===== src/rtl/result_sink.sv =====
// Result sink: buffers DUT results in a small FIFO behind a ready/valid port and
// steps them onto 16 LEDs, either automatically at a switch-set rate or on a button edge.
module result_sink #(
  parameter int N     = 27,
  parameter int DEPTH = 4,
  parameter int DIVW  = 27
) (
  input  logic         clk,
  input  logic         rst,
  input  logic         out_valid,
  output logic         out_ready,
  input  logic [N-1:0] out0,
  input  logic [15:0]  in,
  output logic [15:0]  led
);

  localparam int PW = (DEPTH > 1) ? $clog2(DEPTH) : 1;
  localparam int CW = $clog2(DEPTH + 1);
  localparam logic [CW-1:0] FULL_CNT = CW'(DEPTH);

  typedef enum logic {MANUAL = 1'b0, AUTO = 1'b1} mode_t;

  mode_t          r_mode;
  mode_t          w_mode_nxt;
  logic           w_switch;
  logic           w_auto;
  logic [DIVW-1:0] r_div;
  logic           r_step_q;
  logic [N-1:0]   r_mem [DEPTH];
  logic [PW-1:0]  r_wr_ptr;
  logic [PW-1:0]  r_rd_ptr;
  logic [CW-1:0]  r_count;
  logic [14:0]    r_disp;
  logic           w_full;
  logic           w_empty;
  logic           w_push;
  logic           w_pop;
  logic           w_pop_req;
  logic           w_match;
  logic           w_low_done;
  logic           w_unused_hi;

  // Mode FSM: state register
  always_ff @(posedge clk or posedge rst) begin
    if (rst) r_mode <= MANUAL;
    else     r_mode <= w_mode_nxt;
  end

  // Mode FSM: next state
  always_comb begin
    w_mode_nxt = r_mode;
    case (r_mode)
      MANUAL:  if (in[15])  w_mode_nxt = AUTO;
      AUTO:    if (!in[15]) w_mode_nxt = MANUAL;
      default: w_mode_nxt = MANUAL;
    endcase
  end

  // Mode FSM: outputs
  always_comb begin
    w_auto   = (r_mode == AUTO);
    w_switch = (w_mode_nxt != r_mode);
  end

  // Fire on the last count of the selected window, so in[14:0]=P gives a
  // period of (P+1)*2^(DIVW-15) cycles.
  if (DIVW > 15) begin : g_low
    assign w_low_done = &r_div[DIVW-16:0];
  end else begin : g_nolow
    assign w_low_done = 1'b1;
  end

  assign w_match   = w_low_done && (r_div[DIVW-1:DIVW-15] == in[14:0]);
  assign w_pop_req = !w_switch && (w_auto ? w_match : (in[0] && !r_step_q));

  assign w_full    = (r_count == FULL_CNT);
  assign w_empty   = (r_count == '0);
  assign w_push    = out_valid && !w_full;
  assign w_pop     = w_pop_req && !w_empty;
  assign out_ready = !rst && !w_full;
  assign led       = {w_full, r_disp};

  always_ff @(posedge clk or posedge rst) begin
    if (rst) begin
      r_div    <= '0;
      r_step_q <= 1'b0;
    end else if (w_switch) begin
      r_div    <= '0;
      r_step_q <= in[0];
    end else if (w_auto) begin
      r_div    <= w_match ? '0 : r_div + 1'b1;
    end else begin
      r_step_q <= in[0];
    end
  end

  // Storage is not reset; discarding entries only needs the pointers cleared.
  always_ff @(posedge clk) begin
    if (w_push) r_mem[r_wr_ptr] <= out0;
  end

  always_ff @(posedge clk or posedge rst) begin
    if (rst) begin
      r_wr_ptr <= '0;
      r_rd_ptr <= '0;
      r_count  <= '0;
      r_disp   <= '0;
    end else begin
      if (w_push) r_wr_ptr <= r_wr_ptr + 1'b1;
      if (w_pop) begin
        r_rd_ptr <= r_rd_ptr + 1'b1;
        r_disp   <= r_mem[r_rd_ptr][14:0];
      end
      case ({w_push, w_pop})
        2'b10:   r_count <= r_count + CW'(1);
        2'b01:   r_count <= r_count - CW'(1);
        default: r_count <= r_count;
      endcase
    end
  end

  // Upper result bits are kept in the buffer but never shown.
  assign w_unused_hi = ^r_mem[r_rd_ptr][N-1:15];

endmodule


===== config.mk =====
export PLATFORM = sky130hd
export DESIGN_NAME = result_sink
export DESIGN_NICKNAME = d
export VERILOG_FILES = /design/src/rtl/result_sink.sv
export SDC_FILE = /design/constraint.sdc
export NUM_CORES = 1
export LEC_CHECK = 0
export ABC_AREA = 1
export CAP_MARGIN = 10
export CELL_PAD_IN_SITES_DETAIL_PLACEMENT = 1
export CELL_PAD_IN_SITES_GLOBAL_PLACEMENT = 2
export CORE_UTILIZATION = 43
export DETAILED_ROUTE_END_ITERATION = 10
export DONT_BUFFER_PORTS = 1
export GPL_ROUTABILITY_DRIVEN = 0
export GPL_TIMING_DRIVEN = 0
export PLACE_DENSITY_LB_ADDON = 0.15
export SLEW_MARGIN = 10
export SYNTH_ARGS = -nofsm -noshare
export SYNTH_HDL_FRONTEND = slang
export SYNTH_SLANG_ARGS = --single-unit
export TNS_END_PERCENT = 10

===== constraint.sdc =====
create_clock -name clk -period 5.1 [get_ports clk]
set_clock_uncertainty 0.1 [all_clocks]
set_input_delay 1.275 -clock clk [delete_from_list [all_inputs] [get_ports clk]]
set_output_delay 1.275 -clock clk [all_outputs]
set_load 0.01 [all_outputs]

==> impl_results.md <==
* Initial antenna violation count at 0
* Vias in the first global route at 4,165
* Nets at 642
* Final hold violations at 0
* GRT overflow at 0
* Final period util at 0.697
* H-tree depth at 3
* Post-Syn Area at 0.00535 mm²
* Hold WC Path Type: register to register
* Worst Path Max Fanout at 10
* Critical-path cell list: inv_1 -> nand2_1 -> nand2_1 -> nor2_1 -> nand2_1 -> nor2_1 -> nand3_4 -> nand2_4 -> nand3_4 -> buf_6 -> inv_1 -> ha_1 -> inv_1 -> fa_1 -> a21oi_1 -> o21ai_0 -> xor2_1
* Aggregate global-route resource usage at 0.225
* Die Span Y at 114 µm
* DR iter-0 viols at 155
* First-pass GRT wire length at 21,600 µm
* Routed len/inst at 17.6 µm
* Crit path kind: input port to register
* Setup crit start kind: input port
* Vias per cell at 5.17
* RSZ-0062 raised after global routing: no
* PwrDens at 447 mW/mm²
* Fmax at 281 MHz
* Resize count post-CTS at 0
* Final slew viol count at 0
* Post-route ant nets at 0
* Share of layout cells above drive strength 1 at 0.0642
* Hold-fix buffers, CTS at 0
* CTS tree: yes
* Fin cells at 760
* Final wirelength at 13,400 µm
* Die area at 0.0129 mm²
* Arr. time, crit path at 3.69 ns
* CTS buffer count at 9
* DR pass1 iterations at 4
* MaxCap Viol Count at 0
* Clk sink count at 111
* Synth cell types at 28
* Most frequent cells in the layout: 142 x nand2_1, 60 x inv_1, 60 x nor2_1, 60 x edfxtp_1, 51 x dfrtp_1
* I/O pins at 63
* Largest net degree at the start of global routing at 30
* Most common cell after layout, fill and taps aside: nand2_1
* Fill cells at 1,384
* DR vias at 3,926
* CP Capture Type: register
* Setup_tns at 0 ns
* WP buf/inv at 4
* Tmin final at 3.55 ns
* Critical path data required time at 5.23 ns
* # rows at 40
* Setup violations, final at 0
* Syn Area/Cell at 9.35 µm²
* Peak supply drop at 0.302 mV
* DP Cell Count at 744
* Reg area at 0.00308 mm²
* Detail Placement HPWL at 9590 µm
* Setup Buffers After CTS at 0
* N_diodes at 0
* Slew Limit Headroom at 0.403
* Register area share after synthesis at 0.575
* Yosys Warn Count at 0
* Maximum clock path buffer count at 2
* DRC violations left at 0
* PortBufs at 0
* Critical Path Max Stage Delay at 0.38 ns
* CP max-delay cell: fa_1
* Cell family with most CP delay: simple AND/OR/NAND/NOR gates
* Reg clk slew, reported paths at 0.08 ns
* Status: finished clean
* Area of the multi-input gates at 0.00196 mm²
* Clk Tree Root Cell: clkbuf_16
* Die W at 114 µm
* Register bit count reported by yosys at 111
* Pleak at 0.00247 µW
* Core area at 0.0121 mm²
* Starting Density at 0.443
* Final hold slack at 0.389 ns
* Synthesized netlist cell count at 572
* Worst-Skew Late Latency at 0.36 ns
* Synthesized net count at 627
* Worst-margin pin slew at 0.894 ns
* Area growth syn-to-layout at 10.8%
cells by family (layout without fill, tap and decap cells):
family          count (synthesis)  in the layout  share of synthesized area
simple gates                  273            273                      0.229
flops                         111            111                      0.575
buf+inv                        82            102                     0.0606
compound gates                 73             73                     0.0737
xor+xnor                       24             24                     0.0393
fa+ha+maj                       9              9                     0.0225
through the flow:
step / instance area (µm²) / util / power (µW) / setup WS (ns)
after floorplan: 5350 / - / 1710 / 1.70
after global placement: 5560 / 0.461 / 1900 / 1.22
after detailed placement: 5630 / 0.467 / 1960 / 1.14
after CTS: 5920 / 0.491 / 2680 / 1.53
after global routing: 5920 / 0.491 / 2800 / 1.37
final: 5920 / 0.491 / 2650 / 1.55
worst paths after layout:
path / startpoint / end / slack [ns] / depth (start not counted)
worst max-delay path: in[8] / r_count[2] / 1.55 / 17
worst min-delay path: r_step_q / r_step_q / 0.39 / 2
worst max register to register: r_div[0] / r_count[2] / 1.91 / 16
worst min register to register: r_step_q / r_step_q / 0.39 / 2
max in group asynchronous: rst / r_div[9] / 3.60 / 2
min in group asynchronous: rst / r_disp[0] / 0.74 / 1
Yosys cell counts:
cell	count	area, µm²
nand2_1	142	533
nor2_1	64	240
inv_1	61	229
edfxtp_1	60	1800
dfrtp_1	51	1280
o21ai_0	46	230
nand3_1	23	115
o22ai_1	23	144
nand4_1	22	138
xor2_1	21	184
clkbuf_1	15	56.3
nor3_1	12	60.1
ha_1	8	100
a21oi_1	4	20.0
nand3_4	3	52.6
xnor2_1	3	26.3
buf_4	2	15.0
nand2_4	2	22.5
buf_2	1	5.00
buf_6	1	11.3
clkinv_1	1	3.75
fa_1	1	20.0
inv_2	1	3.75
nand3b_1	1	7.51
nor2_2	1	6.26
nor2_4	1	11.3
nor2_8	1	20.0
nor3_4	1	16.3
registers in the layout (all words and copies together) (netlist names):
register  count
r_count       3
r_mode        1
r_wr_ptr      2
r_rd_ptr      2
r_disp       15
r_step_q      1
r_div        27
r_mem        60
worst register-to-register path: cells and delay by family, from the launching register on:
| family | cells | cell delay, ns |
|---|---|---|
| fa+ha+maj | 3 | 0.77 |
| compound gates | 2 | 0.26 |
| xor+xnor | 1 | 0.15 |
| flops | 1 | 0.40 |
| buf+inv | 3 | 0.32 |
| simple gates | 7 | 1.08 |
layer usage:
| metal | wire length (µm) | global-route usage | up-vias |
|---|---|---|---|
| met5 | 0 | 0 | - |
| met4 | 378 | 0.0895 | 0 |
| met3 | 421 | 0.0484 | 23 |
| met2 | 7270 | 0.417 | 57 |
| met1 | 5330 | 0.250 | 1913 |
| li1 | - | - | 1933 |
area by class of cell:
| cell class | count | share of cell area |
|---|---|---|
| multi-input cells | 379 | 0.330 |
| clock buffers | 9 | 0.0380 |
| inverters | 63 | 0.0399 |
| flip-flops and latches | 111 | 0.520 |
| repair buffers | 4 | 0.0103 |
| plain buffers | 19 | 0.0148 |
| well taps | 168 | 0.0355 |
| clock inverters | 7 | 0.0116 |
report_power, final:
| part | switching (µW) | internal [µW] |
|---|---|---|
| registers | 127 | 1140 |
| logic | 461 | 208 |
| clock network | 358 | 349 |
| total | 946 | 1700 |
No activity file was read; power rests on OpenSTA's default activity.
==> variant 1: new RTL, config.mk and constraints unchanged <==
`DIVW`: 27 -> 54.
--- a/src/rtl/result_sink.sv
+++ b/src/rtl/result_sink.sv
@@ -3,7 +3,7 @@
 module result_sink #(
   parameter int N     = 27,
   parameter int DEPTH = 4,
-  parameter int DIVW  = 27
+  parameter int DIVW  = 54
 ) (
   input  logic         clk,
   input  logic         rst,
Function: no difference found for any inputs over 4 cycles, from zero or initial values and one cycle with rst high; that may be too few to reach the edited logic, so the function may still have changed.
==> variant 1 against the original RTL <==
Setup slack gained 0.11 ns. Highest routed layer unchanged. Die area grew 38%. Synthesized area grew 39%. Clock power grew 82%. Combinational power grew 11%. Utilization grew 1.1 points. Power grew 33%. Routed wire length grew 65%. Cell area grew 42%. Sequential cell count grew 27.
==> variant 1: results (changes against the original RTL) <==
| Metric | Value |
|---|---|
| Ys async rst share | 0.565 (+0.106) |
| Synth top area cells | dfrtp_1, edfxtp_1, nand2_1 |
| DP Wirelength | 16100 microns (+68%) |
| Seq/Total Area, Yosys | 0.506 (-0.0695) |
| Arrival time at the worst endpoint | 3.63 ns (-0.06 ns) |
| Port bufs | 0 (unchanged) |
| Layout cells sized above 1 | 0.0822 (+0.0180) |
| Diode count | 0 (unchanged) |
| TritonCTS Buffers | 17 (+8) |
| Worst skew pair latency | 0.42 ns (+0.06 ns) |
| Antenna violations before repair | 0 (unchanged) |
| Net Sw Frac | 0.339 (-0.0186) |
| Synthesized net count | 967 (+54%) |
| Wirelength, routed | 22100 microns (+65%) |
| Top FF cell, synth | dfrtp_1 |
| Worst hold-check path type | reg -> reg |
| Drt pass-1 iters | 5 (+1) |
| Placed inst area | 7790 sq um (+38%) |
| DR vias | 6229 (+59%) |
| Largest registers | r_mem (60), r_div (54), r_disp (15) |
| Slew margin rel. | 0.545 (+0.142) |
| CP startpoint | in[15] |
| CTS resizes | 0 (unchanged) |
| Post-CTS Setup Inserts | 0 (unchanged) |
| Largest net degree at the start of global routing | 42 (+40%) |
| CTS Buffer Depth | 2 (unchanged) |
| Root buffer cell | clkbuf_16 |
| Number of synthesized flops with an enable pin | 60 (unchanged) |
| First-pass GRT wire length | 35600 microns (+65%) |
| Pleak | 0.00364 uW (+48%) |
| CP peak stage delay | 0.42 ns (+0.04 ns) |
| CP Capture Point | r_count[2] |
| Worst flop-to-flop path startpoint | r_div[1] |
| Delay-heaviest family, CP | adder cells |
| Nets | 991 (+54%) |
| YS warnings | 0 (unchanged) |
| Vias in the first global route | 6682 (+60%) |
| CTS H-Tree Depth | 4 (+1) |
| Worst R2R Setup Slack | 1.82 ns (-0.09 ns) |
| Distinct cells, synth | 34 (+21%) |
| GR Util All Layers | 0.264 (+0.0391) |
| Dpl ws | 1.20 ns (+0.0557 ns) |
| DRT iter0 DRCs | 270 (+74%) |
| Worst setup margin | 1.65 ns (+0.105 ns) |
| Max rail drop VDD | 0.337 mV (+11%) |
| Crit-path max FO | 10 (unchanged) |
| Status | complete, no violations |
| Register clock-pin slew on the reported worst setup and hold paths | 0.06 ns (-0.02 ns) |
| Slowest stage cell, crit path | nor2_2 |
| Post-synth top cells | nand2_1, nor2_1, inv_1 |
| Worst reg-to-reg path cell count | 18 (+2) |
## variant 1: changes by cell type after synthesis, moves of 3 or more
cell,delta
nand2_1,+148
nor2_1,+55
dfrtp_1,+27
nand3_1,+25
inv_1,+20
nand4_1,+15
xnor2_1,+12
buf_2,+9
nand2_2,+7
xor2_1,+7
nor2_2,+5
o22ai_1,-5
nor2_4,+3
o21ai_1,+3
## variant 1: tightest hold or removal path, cell delays in order (launching register included)
cell	delay [ns]
dfrtp_1	0.35
nand2_1	0.05
o21ai_0	0.06
## variant 1: power groups by stage
| stage | combinational (uW) | clock, uW | sequential [uW] |
|---|---|---|---|
| after CTS | 745 | 1310 | 1490 |
| after floorplan | 476 | 0 | 1470 |
| final | 741 | 1290 | 1490 |
| after detailed placement | 731 | 0 | 1510 |
| after global routing | 820 | 1340 | 1510 |
| after global placement | 637 | 0 | 1500 |
## variant 1: worst min-delay path by stage
stage / start / endpoint / slack [ns] / cells after the start
detailed placement: r_step_q / r_step_q / 0.37 / 2
finish: r_step_q / r_step_q / 0.39 / 2
global route: r_step_q / r_step_q / 0.46 / 2
floorplan: r_step_q / r_step_q / 0.35 / 2
global placement: r_step_q / r_step_q / 0.36 / 2
CTS: r_step_q / r_step_q / 0.39 / 2
## variant 1: layout make-up
class | count | area [sq um]
timing repair buffer | 5 | 80.1
sequential | 138 | 3750
fill | 2025 | 8310
multi-input combinational | 663 | 3230
clock inverter | 15 | 179
tap | 220 | 275
inverter | 82 | 310
buffer | 29 | 136
clock buffer | 17 | 425
## variant 1: stage by stage
stage / total power [uW] / instances / hold slack, ns
after detailed placement: 2240 / 1137 / 0.372
after global routing: 3670 / 1169 / 0.461
final: 3520 / 1169 / 0.388
after floorplan: 1950 / 912 / 0.349
after global placement: 2130 / 1132 / 0.364
after CTS: 3540 / 1169 / 0.386
## variant 1: kinds of logic after synthesis
group / Yosys count / synth area share
simple gates: 536 / 0.313
fa+ha+maj: 9 / 0.0162
flops: 138 / 0.506
xor+xnor: 43 / 0.0508
compound gates: 75 / 0.0546
buf+inv: 111 / 0.0599
## variant 1: metal layers
layer,vias to the layer above,wire [microns],GRT usage
met5,-,0,0
met4,0,430,0.104
met3,33,759,0.0472
met2,115,11600,0.474
met1,3074,9340,0.312
li1,3007,-,-
==> variant 2: new RTL, config.mk and constraints unchanged <==
Made on the original files. Register the output `led`; this adds one clock of latency there. The other outputs are not delayed to match.
--- a/src/rtl/result_sink.sv
+++ b/src/rtl/result_sink.sv
@@ -78,7 +78,9 @@
   assign w_push    = out_valid && !w_full;
   assign w_pop     = w_pop_req && !w_empty;
   assign out_ready = !rst && !w_full;
-  assign led       = {w_full, r_disp};
+  always_ff @(posedge clk) begin
+    led <= {w_full, r_disp};
+  end
 
   always_ff @(posedge clk or posedge rst) begin
     if (rst) begin
Function: changed (a bounded check fails within 4 cycles, from zero or initial values and one cycle with rst high).
==> variant 2 against the original RTL <==
Routed wire length up 4.0%. Hold slack worse by 0.11 ns. Via count up 5.1%. Global-route usage up 0.079 points. Sequential cell count up 16. Power up 24%. Highest routed layer unchanged. Maximum frequency up 4.8%. Synthesized area up 6.4%. Combinational power about the same. Setup slack better by 0.16 ns. Cell area up 11%.
==> variant 2: results (changes against the original RTL) <==
| Metric | Value |
|---|---|
| Status | complete, no violations |
| Dpl ws | 1.23 ns (+0.0919 ns) |
| Number of fill cells in the layout | 1428 (+3.2%) |
| Met3 routed WL | 483 microns (+15%) |
| M1 GR Usage | 0.252 (+0.00238) |
| Global Route met2 Usage | 0.404 (-0.0135) |
| Slew margin rel. | 0.584 (+0.180) |
| Layout cells sized above 1 | 0.0978 (+0.0336) |
| TritonCTS Buffers | 17 (+8) |
| Distinct cells, synth | 29 (+3.6%) |
| First-pass GRT wire length | 22200 microns (+2.5%) |
| Largest net degree at the start of global routing | 32 (+6.7%) |
| Vias in the first global route | 4383 (+5.2%) |
| Post-synth top cells | nand2_1, nor2_1, edfxtp_1 |
| Synthesized net count | 642 (+2.4%) |
| WL per Instance | 17.5 microns (-0.73%) |
| Switching power of the nets | 1040 uW (+10%) |
| DR vias | 4127 (+5.1%) |
| Max rail drop VDD | 0.499 mV (+65%) |
| Placed inst area | 5990 sq um (+6.4%) |
| Pleak | 0.00258 uW (+4.6%) |
| Synth top area cells | edfxtp_1, dfrtp_1, nand2_1 |
| Met1 WL | 5950 microns (+12%) |
| Met3 Use GR | 0.0587 (+0.0103) |
| GR Util All Layers | 0.226 (+0.000785) |
| Largest registers | r_mem (60), r_div (27), led (16) |
| Fin cells | 796 (+4.7%) |
| DP Wirelength | 10100 microns (+5.1%) |
| Register clock-pin slew on the reported worst setup and hold paths | 0.06 ns (-0.02 ns) |
| DRT iter0 DRCs | 176 (+14%) |
| Seq/Total Area, Yosys | 0.597 (+0.0219) |
| Nets | 666 (+3.7%) |
| Ys async rst share | 0.402 (-0.0579) |
| Met2 WL post-DR | 7190 microns (-1.1%) |
| CTS H-Tree Depth | 4 (+1) |
[variant 2: worst register-to-register path, stage by stage, from the launching register on]
cell	delay (ns)
dfrtp_1	0.38
ha_1	0.18
nand2_1	0.13
nor2_4	0.18
nand3_4	0.13
nor2_2	0.17
nand3_4	0.19
nand2_8	0.15
nand3_4	0.13
buf_6	0.20
inv_2	0.05
ha_1	0.12
inv_1	0.06
fa_1	0.38
a21oi_1	0.14
o21ai_0	0.11
xor2_1	0.16
[variant 2: worst paths after layout]
kind	start	to	slack (ns)	cells after the start
max in group asynchronous	rst	r_div[12]	3.68	2
min in group asynchronous	rst	r_disp[12]	0.67	1
hold / removal	r_disp[1]	led[1]	0.27	0
hold reg to reg	r_disp[1]	led[1]	0.27	0
setup / recovery	in[0]	r_count[2]	1.71	17
setup reg to reg	r_div[0]	r_count[2]	2.03	16
[variant 2: logic make-up (layout without fill, tap and decap cells)]
family,after synthesis,in the layout,synth area share
flip-flops,127,127,0.597
XOR/XNOR,27,27,0.0416
multiplexers,1,1,0.00176
buffers and inverters,74,111,0.0519
AND/OR/NAND/NOR,279,279,0.220
adder cells (fa/ha/maj),9,9,0.0211
AO/OA/AOI/OAI,70,70,0.0666
[variant 2: final cells by class]
cell class | instances | area, sq um | area share
plain buffers | 18 | 85.1 | 0.0130
clock buffers | 17 | 425 | 0.0648
multi-input cells | 386 | 2010 | 0.306
clock inverters | 15 | 146 | 0.0223
well taps | 172 | 215 | 0.0328
flip-flops and latches | 127 | 3400 | 0.518
repair buffers | 5 | 76.3 | 0.0116
inverters | 56 | 210 | 0.0320
[variant 2: power by group through the flow]
stage	clock, uW	combinational (uW)	sequential (uW)
after floorplan	0	439	1440
after detailed placement	0	672	1480
final	1160	669	1460
after global routing	1220	752	1490
after global placement	0	607	1480
after CTS	1170	679	1470
